--- src/rtl/store_narrow_unit.sv ---
// Store-side narrowing: encodes byte/half/word stores into lane-replicated data
// with byte enables, queued in a DEPTH-entry FIFO between EX/MEM and data memory.
module store_narrow_unit #(
    parameter int DEPTH  = 2,
    parameter int ADDR_W = 32
) (
    input  logic              clk,
    input  logic              rst_n,
    input  logic              s_valid,
    output logic              s_ready,
    input  logic [ADDR_W-1:0] s_addr,
    input  logic [31:0]       s_wdata,
    input  logic [1:0]        s_size,
    output logic              m_valid,
    input  logic              m_ready,
    output logic [ADDR_W-1:0] m_addr,
    output logic [31:0]       m_wdata,
    output logic [3:0]        m_be,
    output logic              m_lossy,
    output logic              err_valid,
    output logic [ADDR_W-1:0] err_addr
);

    localparam int PTR_W = (DEPTH > 1) ? $clog2(DEPTH) : 1;
    localparam int CNT_W = $clog2(DEPTH) + 1;
    localparam logic [CNT_W-1:0] FULL_C = CNT_W'(DEPTH);

    typedef struct packed {
        logic [ADDR_W-1:0] addr;
        logic [31:0]       data;
        logic [3:0]        be;
        logic              lossy;
    } entry_t;

    entry_t            mem_q [DEPTH];
    logic [PTR_W-1:0]  wr_ptr_q;
    logic [PTR_W-1:0]  rd_ptr_q;
    logic [CNT_W-1:0]  count_q;
    logic [CNT_W-1:0]  count_d;
    logic              err_valid_q;
    logic [ADDR_W-1:0] err_addr_q;

    entry_t enc_s;
    logic   reject_s;
    logic   accept_s;
    logic   push_s;
    logic   pop_s;

    // True when the bits above the kept field are not a pure sign extension.
    function automatic logic not_sign_ext(input logic [31:0] d, input int msb);
        logic all_zero;
        logic all_one;
        all_zero = 1'b1;
        all_one  = 1'b1;
        for (int i = 0; i < 32; i++) begin
            if (i >= msb) begin
                all_zero = all_zero & ~d[i];
                all_one  = all_one & d[i];
            end
        end
        return !(all_zero || all_one);
    endfunction

    assign s_ready  = (count_q != FULL_C);
    assign m_valid  = (count_q != {CNT_W{1'b0}});
    assign accept_s = s_valid && s_ready;
    assign push_s   = accept_s && !reject_s;
    assign pop_s    = m_valid && m_ready;

    assign m_addr    = mem_q[rd_ptr_q].addr;
    assign m_wdata   = mem_q[rd_ptr_q].data;
    assign m_be      = mem_q[rd_ptr_q].be;
    assign m_lossy   = mem_q[rd_ptr_q].lossy;
    assign err_valid = err_valid_q;
    assign err_addr  = err_addr_q;

    // Encode the incoming request and classify misaligned/illegal sizes.
    always_comb begin
        enc_s      = '0;
        reject_s   = 1'b0;
        enc_s.addr = {s_addr[ADDR_W-1:2], 2'b00};
        case (s_size)
            2'b00: begin
                enc_s.data  = {4{s_wdata[7:0]}};
                enc_s.be    = 4'b0001 << s_addr[1:0];
                enc_s.lossy = not_sign_ext(s_wdata, 7);
            end
            2'b01: begin
                enc_s.data  = {2{s_wdata[15:0]}};
                enc_s.be    = s_addr[1] ? 4'b1100 : 4'b0011;
                enc_s.lossy = not_sign_ext(s_wdata, 15);
                reject_s    = s_addr[0];
            end
            2'b10: begin
                enc_s.data  = s_wdata;
                enc_s.be    = 4'b1111;
                enc_s.lossy = 1'b0;
                reject_s    = (s_addr[1:0] != 2'b00);
            end
            default: begin
                reject_s = 1'b1;
            end
        endcase
    end

    // Occupancy next state; a rejected push alongside a pop still drains.
    always_comb begin
        count_d = count_q;
        case ({push_s, pop_s})
            2'b10:   count_d = count_q + CNT_W'(1);
            2'b01:   count_d = count_q - CNT_W'(1);
            default: count_d = count_q;
        endcase
    end

    // FIFO storage, pointers and reject reporting.
    always_ff @(posedge clk or negedge rst_n) begin
        if (!rst_n) begin
            for (int i = 0; i < DEPTH; i++) begin
                mem_q[i] <= '0;
            end
            wr_ptr_q    <= '0;
            rd_ptr_q    <= '0;
            count_q     <= '0;
            err_valid_q <= 1'b0;
            err_addr_q  <= '0;
        end else begin
            if (push_s) begin
                mem_q[wr_ptr_q] <= enc_s;
                wr_ptr_q        <= wr_ptr_q + PTR_W'(1);
            end
            if (pop_s) begin
                rd_ptr_q <= rd_ptr_q + PTR_W'(1);
            end
            count_q     <= count_d;
            err_valid_q <= accept_s && reject_s;
            if (accept_s && reject_s) begin
                err_addr_q <= s_addr;
            end
        end
    end

endmodule

--- config.mk ---
export PLATFORM = sky130hd
export DESIGN_NAME = store_narrow_unit
export DESIGN_NICKNAME = d
export VERILOG_FILES = /design/src/rtl/store_narrow_unit.sv
export SDC_FILE = /design/constraint.sdc
export NUM_CORES = 1
export LEC_CHECK = 0
export CORE_MARGIN = 2
export CORE_UTILIZATION = 58
export DETAILED_ROUTE_END_ITERATION = 6
export DONT_BUFFER_PORTS = 1
export GPL_ROUTABILITY_DRIVEN = 0
export HOLD_SLACK_MARGIN = 0.1
export PLACE_DENSITY = 0.78
export SKIP_LAST_GASP = 1
export SYNTH_ARGS = -nofsm -noshare
export SYNTH_HDL_FRONTEND = slang
export SYNTH_SLANG_ARGS = --single-unit
--- constraint.sdc ---
create_clock -name clk -period 3.1 [get_ports clk]
set_input_delay 0.93 -clock clk [delete_from_list [all_inputs] [get_ports clk]]
set_output_delay 0.93 -clock clk [all_outputs]
set_load 0.005 [all_outputs]
==> flow_summary.toml <==
[routing]
wl_met3_um = 1590
wl_met2_um = 7730
drt-pass1-iter-count = 4
routed_wl_um = 16200
top_layer_used = "met4"
num_vias = 4795
drt_iter0_drc = 329
route.detailed.drc = 0
drt-met1-wl_um = 6410
avgViaCountPerCell = 6.02
ant_nets = 0
wire_per_inst_um = 20.3

[clock_tree]
insertion_delay_ns = 0.42
clock_sinks = 171
cts_buffers = 17
clk_path_buf_depth = 2
clockRootBuffer = "clkbuf_16"
cts_resized = 0
cts_tree = "built"
postCtsHoldBufs = 0
cts_setup_buffers = 0
htreeDepth = 4
path_clk_slew_ns = 0.06

[synth]
postSynthAreaPerCell_sq_um = 12.2
syn_area_sq_um = 7630
synth_edf_count = 0
yosysUniqueCellTypes = 38
async_flop_share_pct = 100
syn_inst = 625
yosysSeqAreaShare_pct = 56.1
yosys_register_bits = 171
ys.flop_type = "dfrtp_1"
synth_warnings = 0

[global_route]
grt_antenna_before_repair = 0
grt_first_pass_wirelength_um = 26200
grt_max_degree = 172
grt_pass1_vias = 5061
grt-ovfl-total = 0
grt_use_total_pct = 23.7

[floorplan]
fp.coreArea_sq_um = 12700
rows = 41
initial_utilization_pct = 60.0
pin_count = 174
dieArea_sq_um = 14100
die_w_um = 119
fp.dieH_um = 119

[flow_run]
cap_viol_max_count = 0

[critical_path]
critPathSlowestCell = "dfrtp_2"
path_class = "register to output port"
r2r_setup_slack_ns = 1.06
crit_path_max_fanout = 29
crit_required_ns = 2.17
worstReg2RegStart = "count_q[0]"
crit_chain = "buf_12, mux2_2"
critPathMaxStageDelay_ns = 0.69
path_delay_family = "flip-flops"
startpoint = "rd_ptr_q"
crit_path_end_kind = "output port"
crit_arrival_ns = 1.81
cp-start-kind = "register"
cp_num_buf_inv = 1

[hold_path]
hp-class = "input pin to async pin"

[layout]
nNetsFinal = 682
fin_area_sq_um = 8390
area_growth_pct = 9.92
nFillCells = 965
diodes = 0
drive_gt1_share_pct = 32.7

[power_and_ir_drop]
ir_worst_vdd_uv = 575
internal_power_uw = 5950
power_frac_comb_pct = 30.6
leakagePower_uw = 0.00375
powerDensity_nw_per_um2 = 1020
switching_share_pct = 30.7
power.total_uw = 8590
sequentialPowerShare_pct = 45.7
clock_power_share_pct = 23.7
p_switching_uw = 2630

[place]
post-place-ws_ns = 0.645
io_buffers = 0
dp_hpwl_um = 11200
dpl-instance-area_sq_um = 7810

[sta]
period_share_pct = 88.3
timing.final.crit_period_ns = 2.74
timing.setup.tns_ns = 0
setup_viol = 0
finClkSkew_ns = 0.00838
fmax_mhz = 365
slew_headroom_pct = 66.0
hold_viol_final = 0
worstMarginPinSlew_ns = 0.510
rsz0062_at_grt = "false"
layout_setup_ws_ns = 0.363
drv_slew = 0

[status]
status = "finished, final reports clean"
==> through the flow <==
stage | hold WS, ns | util (%) | cells
floorplan | 0.444 | - | 626
CTS | 0.185 | 65.9 | 796
detailed placement | 0.465 | 61.4 | 764
global placement | 0.456 | 61.4 | 764
finish | 0.202 | 65.9 | 796
global route | 0.178 | 65.9 | 796
==> cell usage in the layout (no fill, tap or decap), drive strengths merged, types with 2 or more instances in the layout <==
master	Yosys	final
conb	1	2
mux2i	8	8
mux2	161	161
inv	2	4
nor4	2	2
buf	23	10
nor3	4	4
clkinv	0	2
clkinvlp	0	3
or2	2	2
o21ai	75	75
nor2	16	16
nand4	5	5
clkbuf	21	24
or4	3	3
dfrtp	171	171
nand3	3	3
xor2	2	2
a21oi	19	19
a22oi	9	9
xnor2	2	2
nand2	86	86
nand2b	2	2
==> layer usage <==
| layer | global-route usage, % | vias to the layer above |
|---|---|---|
| met5 | 0 | - |
| li1 | - | 2160 |
| met3 | 8.59 | 43 |
| met2 | 37.1 | 221 |
| met1 | 29.6 | 2371 |
| met4 | 10.3 | 0 |
==> power groups by stage <==
stage / Clock, uW / Combinational [uW] / Sequential [uW]
2_1_floorplan: 0 / 2200 / 3700
3_3_place_gp: 0 / 2570 / 3870
3_5_place_dp: 0 / 2660 / 3950
4_1_cts: 2080 / 2680 / 3930
5_1_grt: 2170 / 2880 / 4060
6_report: 2030 / 2630 / 3920
==> kinds of logic after synthesis <==
family | after synthesis | share of synthesized area (%)
AO/OA/AOI/OAI | 107 | 7.61
XOR/XNOR | 4 | 0.459
adder cells (fa/ha/maj) | 1 | 0.164
buffers and inverters | 46 | 2.90
flip-flops | 171 | 56.1
multiplexers | 169 | 25.7
other | 1 | 0.0492
AND/OR/NAND/NOR | 126 | 7.07
==> cell usage after synthesis (2+ instances only) <==
cell type	n	area share [%]
o21ai_1	7	0.46
mux2_2	140	21
buf_1	8	0.39
nand2b_1	2	0.16
nand2_1	86	4.2
nand4_1	5	0.41
nor2_1	16	0.79
buf_4	2	0.20
or4_1	3	0.30
mux2i_1	8	1.0
a22oi_1	9	0.89
xnor2_1	2	0.23
buf_2	9	0.59
inv_1	2	0.098
dfrtp_1	171	56
mux2_1	4	0.59
nand3_1	3	0.20
nor3_1	3	0.20
o21ai_0	68	4.5
nor4_1	2	0.16
xor2_1	2	0.23
a21oi_1	18	1.2
clkbuf_1	21	1.0
buf_6	4	0.59
mux2_4	17	3.3
==> path summary, 6_finish.rpt <==
check,end,cells past startpoint
setup / recovery,m_wdata[24],2
hold / removal,mem_q[10],0
setup reg to reg,mem_q[114],5
hold reg to reg,mem_q[33],2
max in group asynchronous,mem_q[23],0
min in group clk,mem_q[33],2
==> cell type report <==
class                           count  area (sq um)  area share, %
Clock buffer                       24           492           5.86
Clock inverter                      8          83.8           1.00
Inverter                            2          7.51         0.0895
Multi-Input combinational cell    409          3160           37.6
Sequential cell                   171          4280           51.0
Tap cell                          172           215           2.57
Timing Repair Buffer               10           150           1.79
==> flip-flops by register name, summed over array words and instances (netlist names) <==
signal	count
count_q	2
wr_ptr_q	1
rd_ptr_q	1
mem_q	134
err_valid	1
err_addr	32
Note: power is estimated with default switching activity, not from simulation.
